File: src/rtl/fifo_arb_pkg.sv
// Shared definitions for the round-robin FIFO write arbiter:
// state encoding, a constant clog2 and the packed-lane offset helper.
package fifo_arb_pkg;

    localparam logic [1:0] ST_IDLE  = 2'd0;
    localparam logic [1:0] ST_GRANT = 2'd1;
    localparam logic [1:0] ST_STALL = 2'd2;

    function automatic int clog2(input int value);
        int r;
        r = 0;
        while ((1 << r) < value) begin
            r = r + 1;
        end
        return r;
    endfunction

    // LSB position of lane idx inside a packed bus of w-bit lanes.
    function automatic int lane_lsb(input int idx, input int w);
        return idx * w;
    endfunction

endpackage

File: src/rtl/rr_picker.sv
// Combinational round-robin search: first asserted req bit after 'last',
// wrapping, with 'last' itself considered at the very end.
module rr_picker
    import fifo_arb_pkg::*;
#(
    parameter int N = 4
) (
    input  logic [N-1:0]          req,
    input  logic [clog2(N)-1:0]   last,
    output logic                  valid,
    output logic [clog2(N)-1:0]   idx
);

    localparam int W = clog2(N);

    int           j;
    logic [W-1:0] jj;

    always_comb begin
        valid = 1'b0;
        idx   = '0;
        j     = 0;
        jj    = '0;
        for (int i = 1; i <= N; i++) begin
            j  = (int'(last) + i) % N;
            jj = W'(j);
            if (!valid && req[jj]) begin
                valid = 1'b1;
                idx   = jj;
            end
        end
    end

endmodule

File: src/rtl/fifo_wr_arbiter.sv
// Round-robin arbiter sharing one FIFO write port among N_REQ producers,
// with full-flag throttling and a per-grant burst cap for fairness.
module fifo_wr_arbiter
    import fifo_arb_pkg::*;
#(
    parameter int N_REQ     = 4,
    parameter int FIFO_w    = 8,
    parameter int BURST_MAX = 4
) (
    input  logic                      clk_i,
    input  logic                      rst_i,
    input  logic [N_REQ-1:0]          req_i,
    input  logic [N_REQ*FIFO_w-1:0]   data_i,
    output logic [N_REQ-1:0]          ack_o,
    output logic [N_REQ-1:0]          gnt_o,
    output logic [clog2(N_REQ)-1:0]   owner_o,
    input  logic                      fifo_full_i,
    output logic                      fifo_wr_en_o,
    output logic [FIFO_w-1:0]         fifo_data_o,
    output logic                      stall_o
);

    localparam int OW = clog2(N_REQ);
    localparam int CW = clog2(BURST_MAX + 1);
    localparam logic [CW-1:0] CNT_LAST = CW'(BURST_MAX - 1);

    logic [1:0]    state_q, state_d;
    logic [OW-1:0] owner_q, owner_d;
    logic [OW-1:0] last_owner_q, last_owner_d;
    logic [CW-1:0] cnt_q, cnt_d;

    logic          active;
    logic          owner_req;
    logic          wr;
    logic          release_grant;
    logic [OW-1:0] pick_last;
    logic          pick_valid;
    logic [OW-1:0] pick_idx;

    assign active        = (state_q != ST_IDLE);
    assign owner_req     = req_i[owner_q];
    assign wr            = active & owner_req & ~fifo_full_i;
    assign release_grant = ~owner_req | (wr & (cnt_q == CNT_LAST));

    // On release the search starts after the outgoing owner, so a burst-limited
    // owner is only re-granted when nobody else is asking.
    assign pick_last = active ? owner_q : last_owner_q;

    rr_picker #(
        .N (N_REQ)
    ) u_picker (
        .req   (req_i),
        .last  (pick_last),
        .valid (pick_valid),
        .idx   (pick_idx)
    );

    assign fifo_wr_en_o = wr;
    assign stall_o      = active & owner_req & fifo_full_i;
    assign owner_o      = owner_q;
    assign fifo_data_o  = active ? data_i[lane_lsb(int'(owner_q), FIFO_w) +: FIFO_w]
                                 : '0;

    always_comb begin
        gnt_o = '0;
        ack_o = '0;
        if (active) begin
            gnt_o[owner_q] = 1'b1;
            ack_o[owner_q] = wr;
        end
    end

    always_comb begin
        state_d      = state_q;
        owner_d      = owner_q;
        last_owner_d = last_owner_q;
        cnt_d        = cnt_q;
        case (state_q)
            ST_IDLE: begin
                if (pick_valid) begin
                    state_d = ST_GRANT;
                    owner_d = pick_idx;
                    cnt_d   = '0;
                end
            end
            ST_GRANT, ST_STALL: begin
                if (release_grant) begin
                    last_owner_d = owner_q;
                    cnt_d        = '0;
                    if (pick_valid) begin
                        state_d = ST_GRANT;
                        owner_d = pick_idx;
                    end else begin
                        state_d = ST_IDLE;
                        owner_d = '0;
                    end
                end else if (wr) begin
                    state_d = ST_GRANT;
                    cnt_d   = cnt_q + CW'(1);
                end else begin
                    state_d = ST_STALL;
                end
            end
            default: begin
                state_d = ST_IDLE;
                owner_d = '0;
                cnt_d   = '0;
            end
        endcase
    end

    always_ff @(posedge clk_i or posedge rst_i) begin
        if (rst_i) begin
            state_q      <= ST_IDLE;
            owner_q      <= '0;
            last_owner_q <= OW'(N_REQ - 1);
            cnt_q        <= '0;
        end else begin
            state_q      <= state_d;
            owner_q      <= owner_d;
            last_owner_q <= last_owner_d;
            cnt_q        <= cnt_d;
        end
    end

endmodule
File: config.mk
export PLATFORM = sky130hd
export DESIGN_NAME = fifo_wr_arbiter
export DESIGN_NICKNAME = d
export VERILOG_FILES = /design/src/rtl/fifo_arb_pkg.sv /design/src/rtl/rr_picker.sv /design/src/rtl/fifo_wr_arbiter.sv
export SDC_FILE = /design/constraint.sdc
export NUM_CORES = 1
export LEC_CHECK = 0
export BUFFER_PORTS_ARGS = -buffer_cell sky130_fd_sc_hd__buf_2
export CAP_MARGIN = 5
export CORE_MARGIN = 2
export CORE_UTILIZATION = 42
export DETAILED_ROUTE_END_ITERATION = 8
export PLACE_DENSITY = 0.8
export SLEW_MARGIN = 40
export SYNTH_ARGS = -nofsm -noshare
export SYNTH_HDL_FRONTEND = slang
export SYNTH_SLANG_ARGS = --single-unit
export TNS_END_PERCENT = 1
File: constraint.sdc
create_clock -name clk_i -period 2.7 [get_ports clk_i]
set_clock_uncertainty 0.1 [all_clocks]
set_input_delay 0.405 -clock clk_i [delete_from_list [all_inputs] [get_ports clk_i]]
set_output_delay 0.405 -clock clk_i [all_outputs]
set_load 0.02 [all_outputs]
# After elaboration in Yosys (flattened, before gate mapping)
# Cells that the tools add are included.
[totals] ram_bits=0 out_inout_bits=20 romBits=0 mem_count=0 latchBits=0 register_bits=9
[op_classes] div=0 n_reduce_logical=13 magnitude_cmp=6 muxes=37 n_eq_ne=6 multipliers=0 shift=1 addsub=5 bitwise=8
[op_table] cell="32-bit by 6-bit indexed part select with 8-bit output" count=1
[op_table] cell="2-bit two-way mux" count=11
[op_table] cell="2-bit by 3-bit < comparator with 1-bit output (second input constant)" count=5
[op_table] cell="1-bit two-way mux" count=11
[op_table] cell="1-bit binary-select mux with 2-bit select" count=5
[op_table] cell="3-bit two-way mux" count=3
[op_table] cell="4-bit two-way mux" count=2
[op_table] cell="8-bit two-way mux" count=1
[op_table] cell="2-bit one-hot mux with 2 select lines" count=2
[op_table] cell="3-bit one-hot mux with 2 select lines" count=1
[op_table] cell="2-bit AND reduction" count=3
[op_table] cell="2-bit by 1-bit adder with 2-bit output (second input constant)" count=2
[op_table] cell="2-bit adder (second input constant)" count=2
[op_table] cell="1-bit AND" count=4
[op_table] cell="4-bit AND" count=1
[op_table] cell="1-bit logical AND" count=4
[op_table] cell="2-bit != test (second input constant)" count=2
[op_table] cell="3-bit by 1-bit adder with 3-bit output (second input constant)" count=1
[op_table] cell="3-bit by 2-bit == test with 1-bit output (second input constant)" count=1
[op_table] cell="1-bit zero test" count=3
[op_table] cell="3-bit != test (second input constant)" count=1
[op_table] cell="1-bit demux with 2-bit select" count=1
[op_table] cell="2-bit by 1-bit == test with 1-bit output (second input constant)" count=1
[op_table] cell="2-bit == test (second input constant)" count=1
[op_table] cell="other kinds (6)" count=7

# Longest topological paths before layout
# Gate-level depths: netlist of run 1.
[logic_depth] depth_word=18 depth_mapped=7 ltp_nobuf=6

# By module
# Synthesis of run 1 repeated with hierarchy kept, for this count alone.
[hier_totals] hier_cells=99 area_unflattened_um2=1003.5
[modules_own_cells] mod="fifo_wr_arbiter" seq_area_each_um2=227.7 instances=1 cells_per_inst=85 area_each_um2=912.1
[modules_own_cells] mod="rr_picker" seq_area_each_um2=0.0 instances=1 cells_per_inst=14 area_each_um2=91.3

# Worst setup path after synthesis of run 1
# Ideal clock, no wire load.
[synth_timing] path_type="reg-to-output" start="register owner_q[1] (netlist: owner_o[1])" end="output ack_o[1]" required_time_ns=2.195 stages_incl_launch_ff=5 setup_slack_ns=0.470 n_path_buf=1 t_arrival_ns=1.725 path_cell_list="dfrtp_1 > clkbuf_1 > mux4_2 > nand2_1 > nor3b_1"
[synth_via] elab_chain_len=6 elab_cells_between_ends=11 cone_classes="order compare (2); mux (5); bitwise (3); reduce/logical (1)"
[synth_lines] item="from (decl)" line="fifo_wr_arbiter.sv:28" source="logic [OW-1:0] owner_q, owner_d;"
[synth_lines] item="from (signal assigned)" line="fifo_wr_arbiter.sv:120" source="owner_q <= owner_d;"
[synth_lines] item="2-bit by 3-bit < comparator with 1-bit output (not written as such) (tied with other cells)" line="fifo_wr_arbiter.sv:69" source="ack_o[owner_q] = wr;"
[synth_lines] item="1-bit logical AND (not written as such) or 1-bit two-way mux (tied branches)" line="fifo_wr_arbiter.sv:69, fifo_wr_arbiter.sv:41"
[synth_lines] item="1-bit two-way mux (not written as such) or 1-bit AND (tied branches)" line="fifo_wr_arbiter.sv:69, fifo_wr_arbiter.sv:42"
[synth_lines] item="1-bit demux with 2-bit select or 1-bit AND (tied branches)" line="fifo_wr_arbiter.sv:69, fifo_wr_arbiter.sv:42"
[synth_lines] item="4-bit AND (no source line) *"
[synth_lines] item="4-bit two-way mux *" line="fifo_wr_arbiter.sv:67" source="if (active) begin"
[synth_lines] item="to (decl)" line="fifo_wr_arbiter.sv:14" source="output logic [N_REQ-1:0] ack_o,"
# Every way passes the cells marked *; elsewhere a longest branch is shown, timed or not. The select of a mux whose other input is x is not followed.

# Worst setup path after layout of run 1
[layout_timing] start="register owner_q[0] (netlist: owner_o[0])" end="output fifo_data_o[2]"
[layout_via] elab_chain_len=2
[layout_lines] item="32-bit by 6-bit indexed part select with 8-bit output" line="fifo_wr_arbiter.sv:61" source="assign fifo_data_o = active ? data_i[lane_lsb(int'(owner_q), FIFO_w) +: FIFO_w]"
[layout_lines] item="8-bit two-way mux" line="fifo_wr_arbiter.sv:61"
[layout_lines] item="to (decl)" line="fifo_wr_arbiter.sv:19" source="output logic [FIFO_w-1:0] fifo_data_o,"
# No other way between the ends.

==> results.md, run 1 <==
- Outcome: complete, no violations
- Design area: 0.00126 mm2
- Post-Syn Area: 915 um2
- FF+latch count, synth: 9
- Slew Limit Fails: 0
- Dpl cells: 174
- Critical path cell sequence: buf_4 -> mux4_2 -> nor2b_1 -> buf_2
- Fmax: ~420 MHz
- Main synth FF type: dfrtp_1
- Final Util: 0.629
- Top delay family on crit path: multiplexers
- Number of synthesized flops with an enable pin: 0
- Worst-case reg-to-reg path depth: 6
- Inserted Diodes: 0
- Total GRT Usage: 0.215
- CP Data Required Time: ~2.2 ns
- Vias in the first global route: 981
- Core ar.: 0.00200 mm2
- Yosys cell types: 35
- Critical Path End: fifo_data_o[2]
- PD cells: 1080 mW/mm2
- Vias: 958
- Slew @ Worst Pin: between 0.7 and 0.8 ns
- Worst hold path class: reg2reg
- Clock share of power: 0.080
- Setup TNS Final: 0 ns
- Final number of setup-violating endpoints: 0
- Syn. warnings: 0
- HPWL after detailed placement: 2.05 mm
- Synth cell count leaders: 9 x mux4_2, 9 x nor2b_1, 8 x inv_1, 7 x dfrtp_1, 7 x nand2_1
- Worst setup path startpoint: owner_o[0]
- Initial Utilization: 0.457
- Sequential area share after synthesis: 0.249
- Drt first pass iters: 4
- Final total power: between 1 and 1.5 mW
- CTS tree: yes
- CTS max path bufs: 2
- Switching Fraction: 0.487
- Peak per-stage delay on the critical path: 0.53 ns
- Highest Signal Layer: met4
- NetSw: ~0.66 mW
- Final worst slack: ~0.32 ns
- Mapped Nets: 136
- # port buffers: between 50 and 60
- Seq pwr share: 0.176
- Row cnt: 16
- Post-synthesis instance total: 93
- Slew headroom: 0.528
- CP Max Fanout: 15
- Avg Cell Area, Syn: just under 10 um2
- DRC violations left: 0
- Worst r2r dst: owner_o[0]
- Critical path arrival: 1.87 ns
- Clock Latency Late Sink: 0.27 ns
- Area leader, netlist: mux4_2
- Worst reg-to-reg setup slack: 0.42 ns
- Initial antenna violation count: 0
- Worst path depth: 4
- CTS H-tree depth: 1
- Overflow after GRT: 0
- Startpoint Class: flop
- Die span in y: roughly 51 um
- RSZ-0062 raised after global routing: false
- Post-Place Setup Slack: 0.469 ns
- Max Cap Viol: 0
- Synth area leaders: mux4_2 22%, dfrtp_1 19%, nor2b_1 6.2%
- Largest net degree at the start of global routing: 23
- Initial drt markers: 12
- Tmin final: 2.38 ns
- Die area: 0.00257 mm2
- FF-to-FF Start: state_q[0]
- Antenna-violating nets left: 0
- Leak: between 0.6 and 0.7 nW
- Worst vdd ir: around 0.75 mV
- Setup repair bufs after CTS: 0
- Final WL: ~2.5 mm
- Area after DPL: ~0.0012 mm2
- Slowest-stage cell, CP: mux4_2
- TritonCTS buffer count: 3
- Chip Width: 50.7 um
- GP Congestion: between 0.8 and 0.9
- Layout Cells excl Fill: 179
- Setup CP Type: reg2out
- CTS Sinks: 9
- Mean routed wirelength per cell: approximately 14 um
- Critical path endpoint category: primary output
- M1 wire length: 889 um
- Hold_ws: 0.385 ns
- Final Cycle Share: 0.880
- Fin. Hold Viols: 0
- I/O Pins: 59
- Fraction of layout cells with a size suffix above 1: 0.553
- Root buffer cell: clkbuf_4
- Post-synth ARST share: 1.00
- Nets: about 200
- Reg clk slew, reported paths: approximately 0.070 ns
- Share of the synthesized area in the top cell type: 0.222
- Via density: 5.35
- Internal: ~0.7 mW
- First-pass GRT wire length: 4.20 mm
- Comb power frac: 0.744
- WL met3: around 250 um
- Routed met2 length: roughly 1.4 mm
- Area Growth Syn to Fin: 37.8%
- Critical path buffers and inverters: 2
[worst reg2reg max path, cell delays in order (launching register included)]
cell and delay, ns:
dfrtp_1 0.41, inv_1 0.07, ha_1 0.61, mux2_2 0.46, o221ai_1 0.19, o211ai_1 0.13, a22o_1 0.20
[sequential cells by signal (all words and copies together), names as in the netlist]
name,flops
state_q,2
last_owner_q,2
owner_o,2
cnt_q,3
[power by group through the flow]
| stage | Sequential, mW | Clock (mW) | Combinational (mW) |
|---|---|---|---|
| after floorplan | 0.240 | 0 | 0.762 |
| after global placement | 0.236 | 0 | 0.974 |
| after detailed placement | 0.240 | 0 | 1.01 |
| after CTS | 0.238 | 0.112 | 1.01 |
| after global routing | 0.243 | 0.119 | 1.10 |
| final | 0.239 | 0.109 | 1.01 |
[cell families after synthesis]
logic type | share of synthesized area
AO/OA/AOI/OAI | 0.145
multiplexers | 0.269
adder cells (fa/ha/maj) | 0.0547
AND/OR/NAND/NOR | 0.216
flip-flops | 0.249
buffers and inverters | 0.0657
[layout by cell type, fill, tap and decap left out, drive strengths merged, types with 3 or more instances in the layout]
| cell type | instances |
|---|---|
| nor2b | 9 |
| nand3 | 4 |
| or2 | 3 |
| dfrtp | 7 |
| ha | 4 |
| mux2 | 3 |
| inv | 8 |
| o21ai | 3 |
| clkbuf | 4 |
| buf | 60 |
| nor2 | 5 |
| nand2 | 7 |
| mux4 | 9 |
[final cells by class]
type                    count  area (um2)
multi-input cells          70         627
fillers                   180         742
inverters                   8        30.0
clock buffers               4        26.3
well taps                  27        33.8
repair buffers             61         315
flip-flops and latches      9         228
[layer usage]
layer  global-route usage  vias to the layer above
met4               0.0631                        0
met1                0.208                      442
met5                    0                        -
li1                     -                      461
met2                0.417                       49
met3               0.0774                        6
[how the worst min path moves through the flow]
stage,from,to,slack [ns],cells after the start
finish,cnt_q[2],cnt_q[2],0.39,2
CTS,cnt_q[2],cnt_q[2],0.39,2
global route,cnt_q[2],cnt_q[2],0.41,2
global placement,rst_i,cnt_q[0],0.27,2
floorplan,rst_i,cnt_q[0],0.13,1
detailed placement,rst_i,cnt_q[2],0.29,2
[repair_timing]
item / 4_1_cts / 5_1_grt
endpoints found under the setup margin: 0 / 0
endpoints found under the hold margin: 4 / 0
hold buffers: 1 / 0
gates resized for setup: 0 / 0
(Power assumes the default switching activity.)
==> inputs of run 2 (changes only) <==
- CORE_MARGIN: 2 -> 3
==> run 2 against run 1 <==
Net effect:
- clock power about the same
- die area up 8.1%
- register-to-register slack better by 0.07 ns
- sequential share of layout area about the same
- non-clock buffer count unchanged
- global-route usage down 4.0 points
- core utilization up 0.062 points
- sequential power down 3%
- maximum frequency up 0.92%
- power down 1.4%
- critical endpoint is now ack_o[1]
- largest cell class unchanged
==> results.md, run 2 (synthesized netlist as in run 1, its figures left out) <==
- Outcome: complete, no violations (unchanged)
- Startpoint Class: flop (unchanged)
- Slew @ Worst Pin: 0.706 ns (was 0.708 ns)
- Biggest register: cnt_q (unchanged)
- # port buffers: 58 (unchanged)
- Clock Latency Late Sink: 0.27 ns (about the same)
- Initial antenna violation count: 0 (unchanged)
- Fraction of layout cells with a size suffix above 1: 0.559 (was 0.553)
- Post-CTS sizing: 0 (unchanged)
- HPWL after detailed placement: 2.00 mm (was 2.05 mm)
- DRC violations left: 0 (unchanged)
- CTS Sinks: 9 (unchanged)
- Worst reg-to-reg setup slack: 0.49 ns (was 0.42 ns)
- Vias: 962 (was 958)
- Fmax: 425 MHz (was 421 MHz)
- Worst hold path class: reg2reg (unchanged)
- TritonCTS buffer count: 3 (unchanged)
- Row cnt: 16 (unchanged)
- Root buffer cell: clkbuf_4 (unchanged)
- Highest Signal Layer: met4 (unchanged)
- Critical path cell sequence: inv_1 -> ha_1 -> nor2_1 -> nand2_1 -> nor3b_1 -> buf_2 (was buf_4 -> mux4_2 -> nor2b_1 -> buf_2)
- CTS max path bufs: 2 (unchanged)
- Slew Limit Fails: 0 (unchanged)
- Area Growth Syn to Fin: 37.9% (was 37.8%)
- Slew headroom: 0.530 (was 0.528)
- Die area: 0.00277 mm2 (was 0.00257 mm2)
- Commonest non-fill, non-tap cell in the layout: buf_2 (unchanged)
- Vias in the first global route: 923 (was 981)
- Routed met2 length: 1.25 mm (was 1.36 mm)
- Overflow after GRT: 0 (unchanged)
- Reg clk slew, reported paths: 0.07 ns (about the same)
- Die span in y: 52.7 um (was 50.7 um)
- Area of the multi-input gates: 627 um2 (unchanged)
- Final number of setup-violating endpoints: 0 (unchanged)
- Via density: 5.37 (was 5.35)
- Largest net degree at the start of global routing: 23 (unchanged)
- Mean routed wirelength per cell: 13.7 um (was 14.2 um)
- Post-CTS Hold Buffers: 1 (unchanged)
- Leak: 0.641 nW (was 0.638 nW)
- Worst vdd ir: 0.624 mV (was 0.746 mV)
- CTS H-tree depth: 1 (unchanged)
- Top delay family on crit path: simple AND/OR/NAND/NOR gates (was multiplexers)
- RSZ-0062 raised after global routing: false (unchanged)
- Critical path endpoint category: primary output (unchanged)
- Final Cycle Share: 0.872 (was 0.880)
- GP Congestion: 0.788 (was 0.846)
- CP Data Required Time: 2.19 ns (about the same)
- WL met3: 253 um (was 254 um)
- Largest register FFs: 3 (unchanged)
- Initial Utilization: 0.457 (unchanged)
- Peak per-stage delay on the critical path: 0.44 ns (was 0.53 ns)
- Total GRT Usage: 0.175 (was 0.215)
- Fillers: 172 (was 180)
- FF+latch area: 228 um2 (unchanged)
- Setup TNS Final: 0 ns (unchanged)
- Chip Width: 52.7 um (was 50.7 um)
- Inserted Diodes: 0 (unchanged)
- Setup repair bufs after CTS: 0 (unchanged)
- Max Cap Viol: 0 (unchanged)
- Final WL: 2.45 mm (was 2.54 mm)
- M1 wire length: 916 um (was 889 um)
- Antenna-violating nets left: 0 (unchanged)
- Slowest-stage cell, CP: ha_1 (was mux4_2)
- Tmin final: 2.35 ns (was 2.38 ns)
- Core ar.: 0.00200 mm2 (unchanged)
- I/O Pins: 59 (unchanged)
- Final total power: 1.34 mW (was 1.36 mW)
- Setup CP Type: reg2out (unchanged)
- Drt first pass iters: 4 (unchanged)
- Initial drt markers: 5 (was 12)
- PD cells: 1060 mW/mm2 (was 1080 mW/mm2)
- Nets: 196 (unchanged)
- Most frequent cells in the layout: 58 x buf_2, 9 x mux4_2, 9 x nor2b_1, 8 x inv_1 (unchanged)
- Fin. Hold Viols: 0 (unchanged)
- First-pass GRT wire length: 3.61 mm (was 4.20 mm)
- CTS tree: yes (unchanged)
- CP Max Fanout: 22 (was 15)
- Critical path buffers and inverters: 2 (unchanged)
- Critical path arrival: 1.85 ns (was 1.87 ns)
## run 2: cell count changes in the layout (fill, tap and decap cells not counted)
cell and change:
clkinv_2 +1, clkbuf_1 -1
## run 2: layout make-up
cell class,count,area share
multi-input cells,70,0.497
repair buffers,61,0.250
flip-flops and latches,9,0.181
well taps,27,0.0268
inverters,8,0.0238
clock buffers,3,0.0179
clock inverters,1,0.00397
## run 2: layer usage
metal	vias up	global-route usage
met3	3	0.0541
met4	0	0.0894
li1	464	-
met2	44	0.324
met5	-	0
met1	451	0.169
## run 2: final timing paths
path	from	cells after the start	endpoint
max	state_q[0]	6	ack_o[1]
min	cnt_q[1]	2	cnt_q[1]
max reg2reg	state_q[1]	6	owner_o[0]
min reg2reg	cnt_q[1]	2	cnt_q[1]
max in group asynchronous	rst_i	3	last_owner_q[1]
min in group asynchronous	rst_i	3	cnt_q[0]
## run 2: worst register-to-register path, delay by kind of cell (launching register included)
family | cells | cell delay [ns]
AOI/OAI and AO/OA | 3 | 0.47
DFF | 1 | 0.39
adders and majority gates | 1 | 0.61
muxes | 1 | 0.45
buffers and inverters | 1 | 0.08
## run 2: where the power goes
group	switching [mW]	total (mW)	internal, mW
Sequential	0.0329	0.231	0.198
Combinational	0.558	1.00	0.443
Clock	0.0557	0.111	0.0549
Total	0.647	1.34	0.695
## run 2: stage by stage
step	util	worst slack [ns]	cell area [um2]	hold slack [ns]	cells
finish	0.630	0.346	1260	0.386	179
global route	0.630	0.130	1260	0.415	179
CTS	0.630	0.321	1260	0.390	179
detailed placement	0.611	0.495	1220	0.286	174
global placement	0.611	0.562	1220	0.275	174
floorplan	-	0.470	915	0.131	93
==> inputs of run 3 (changes only) <==
- CORE_UTILIZATION: 42 -> 29
- GPL_TIMING_DRIVEN: not set -> 0
- PLACE_DENSITY: 0.8 -> not set
==> run 3 against run 2 <==
Net effect:
- the run now ends with negative hold slack left
- first-iteration DRC count grew to 4.6 times the previous value
- clock power fell by 8%
- global-route usage is 4.2 points lower
- critical path depth decreased by 1
- wire length up 2.2%
- combinational power barely moved
- die area up 39%
- setup slack got worse by 0.14 ns
- hold slack got worse by 0.39 ns
- design area grew 1.9%
- critical path type unchanged
- critical endpoint is now fifo_data_o[5]
==> results.md, run 3 (synthesized netlist as in run 1, its figures left out) <==
- PD cells: 1060 mW/mm2 (about the same)
- Initial antenna violation count: 0 (unchanged)
- Post-Place Setup Slack: 0.379 ns (was 0.495 ns)
- Slowest-stage cell, CP: mux4_2 (was ha_1)
- Area Growth Syn to Fin: 40.5% (was 37.9%)
- Largest register FFs: 3 (unchanged)
- Antenna-violating nets left: 0 (unchanged)
- Clock Latency Late Sink: 0.26 ns (was 0.27 ns)
- DRC violations left: 0 (unchanged)
- Vias in the first global route: 990 (was 923)
- Critical path endpoint category: primary output (unchanged)
- Fillers: 291 (was 172)
- Fin. Hold Viols: 7 (was 0)
- Max Cap Viol: 0 (unchanged)
- Layout Cells excl Fill: 197 (was 179)
- CTS H-tree depth: 1 (unchanged)
- Commonest non-fill, non-tap cell in the layout: buf_2 (unchanged)
- Slew headroom: 0.548 (was 0.530)
- Initial Utilization: 0.318 (was 0.457)
- GP Congestion: 0.772 (was 0.788)
- Worst vdd ir: 0.591 mV (was 0.624 mV)
- Setup repair bufs after CTS: 0 (unchanged)
- CTS Sinks: 9 (unchanged)
- Final number of setup-violating endpoints: 0 (unchanged)
- CP Max Fanout: 10 (was 22)
- I/O Pins: 59 (unchanged)
- Die span in y: 62.2 um (was 52.7 um)
- Final WL: 2.50 mm (was 2.45 mm)
- Dpl cells: 193 (was 174)
- Hold_ws: -0.00754 ns (was 0.386 ns)
- Failing checks: negative hold slack
- Reg clk slew, reported paths: 0.06 ns (was 0.07 ns)
- Largest net degree at the start of global routing: 11 (was 23)
- Biggest register: cnt_q (unchanged)
- Peak per-stage delay on the critical path: 0.55 ns (was 0.44 ns)
- Initial drt markers: 23 (was 5)
- Setup TNS Final: 0 ns (unchanged)
- Via density: 4.73 (was 5.37)
- Worst setup path startpoint: owner_o[0] (was state_q[0])
- Critical path arrival: 1.99 ns (was 1.85 ns)
- Fraction of layout cells with a size suffix above 1: 0.542 (was 0.559)
- Root buffer cell: clkbuf_4 (unchanged)
- Final Cycle Share: 0.925 (was 0.872)
- RSZ-0062 raised after global routing: false (unchanged)
- HPWL after detailed placement: 2.11 mm (was 2.00 mm)
- Inserted Diodes: 0 (unchanged)
- Final worst slack: 0.201 ns (was 0.346 ns)
- Row cnt: 19 (was 16)
- Worst hold path class: in2async (was reg2reg)
- # port buffers: 58 (unchanged)
- Design area: 0.00128 mm2 (was 0.00126 mm2)
- Slew @ Worst Pin: 0.672 ns (was 0.706 ns)
- FF-to-FF Start: state_q[0] (was state_q[1])
- Overflow after GRT: 0 (unchanged)
- Tmin final: 2.50 ns (was 2.35 ns)
- Critical path cell sequence: buf_6 -> clkbuf_1 -> mux4_2 -> nor2b_1 -> buf_2 (was inv_1 -> ha_1 -> nor2_1 -> nand2_1 -> nor3b_1 -> buf_2)
- Outcome: finished, violations left (was complete, no violations)
- Vias: 931 (was 962)
- CTS max path bufs: 2 (unchanged)
- Startpoint Class: flop (unchanged)
- Leak: 0.639 nW (was 0.641 nW)
- Most frequent cells in the layout: 58 x buf_2, 9 x mux4_2, 9 x nor2b_1, 8 x inv_1 (unchanged)
- Die area: 0.00386 mm2 (was 0.00277 mm2)
- Area after DPL: 0.00126 mm2 (was 0.00122 mm2)
- Mean routed wirelength per cell: 12.7 um (was 13.7 um)
- TritonCTS buffer count: 3 (unchanged)
- Chip Width: 62.2 um (was 52.7 um)
- CP Data Required Time: 2.19 ns (about the same)
- Setup CP Type: reg2out (unchanged)
- Total GRT Usage: 0.133 (was 0.175)
- Drt first pass iters: 4 (unchanged)
- First-pass GRT wire length: 4.36 mm (was 3.61 mm)
- Fmax: 400 MHz (was 425 MHz)
- Nets: 199 (was 196)
- CTS tree: yes (unchanged)
- Core ar.: 0.00288 mm2 (was 0.00200 mm2)
- Slew Limit Fails: 0 (unchanged)
## run 3: changes by cell type in the layout (fill, tap and decap cells not counted)
| cell | previous run | this run |
|---|---|---|
| buf_6 | 0 | 1 |
| buf_1 | 0 | 1 |
| clkinv_2 | 1 | 0 |
| dlygate4sd3_1 | 1 | 0 |
| clkbuf_2 | 0 | 1 |
| buf_4 | 2 | 0 |
| clkbuf_1 | 0 | 4 |
## run 3: per-stage QoR
stage          utilization  power [mW]
3_5_place_dp         0.437        1.26
2_1_floorplan            -        1.00
6_report             0.447        1.36
3_3_place_gp         0.437        1.25
4_1_cts              0.446        1.37
5_1_grt              0.447        1.48
## run 3: repair_timing
item / 4_1_cts / 5_1_grt
hold buffers: 0 / 0
endpoints found under the setup margin: 0 / 2
gates resized for setup: 0 / 1
## run 3: report_power, final
part / switching, mW / total, mW / leakage, nW / internal [mW]
clock network: 0.0454 / 0.102 / 0.0150 / 0.0569
logic: 0.573 / 1.03 / 0.512 / 0.453
registers: 0.0300 / 0.228 / 0.112 / 0.198
total: 0.649 / 1.36 / 0.639 / 0.707
## run 3: path summary, 6_finish.rpt
check,endpoint,cells past startpoint,slack (ns)
setup reg to reg,owner_o[1],7,0.53
max in group asynchronous,last_owner_q[0],2,2.21
hold / removal,owner_o[1],2,-0.008
setup / recovery,fifo_data_o[5],5,0.20
min in group clk_i,cnt_q[2],2,0.38
hold reg to reg,cnt_q[2],2,0.38
## run 3: critical path, delay by kind of cell, from the launching register on
kind          cells  cell delay (ns)
buf+inv           3             0.70
mux               1             0.55
flops             1             0.35
simple gates      1             0.14
## run 3: final cells by class
cell class / count / area (um2) / area share
multi-input combinational: 70 / 627 / 0.488
inverter: 8 / 30.0 / 0.0234
timing repair buffer: 58 / 290 / 0.226
clock buffer: 4 / 26.3 / 0.0204
buffer: 6 / 31.3 / 0.0243
tap: 42 / 52.6 / 0.0409
sequential: 9 / 228 / 0.177
## run 3: layer usage
metal / vias to the layer above / wire, um / track usage
met5: - / 0 / 0
met4: 0 / 0 / 0
met3: 0 / 238 / 0.0505
met2: 40 / 1290 / 0.262
met1: 422 / 977 / 0.141
li1: 469 / - / -
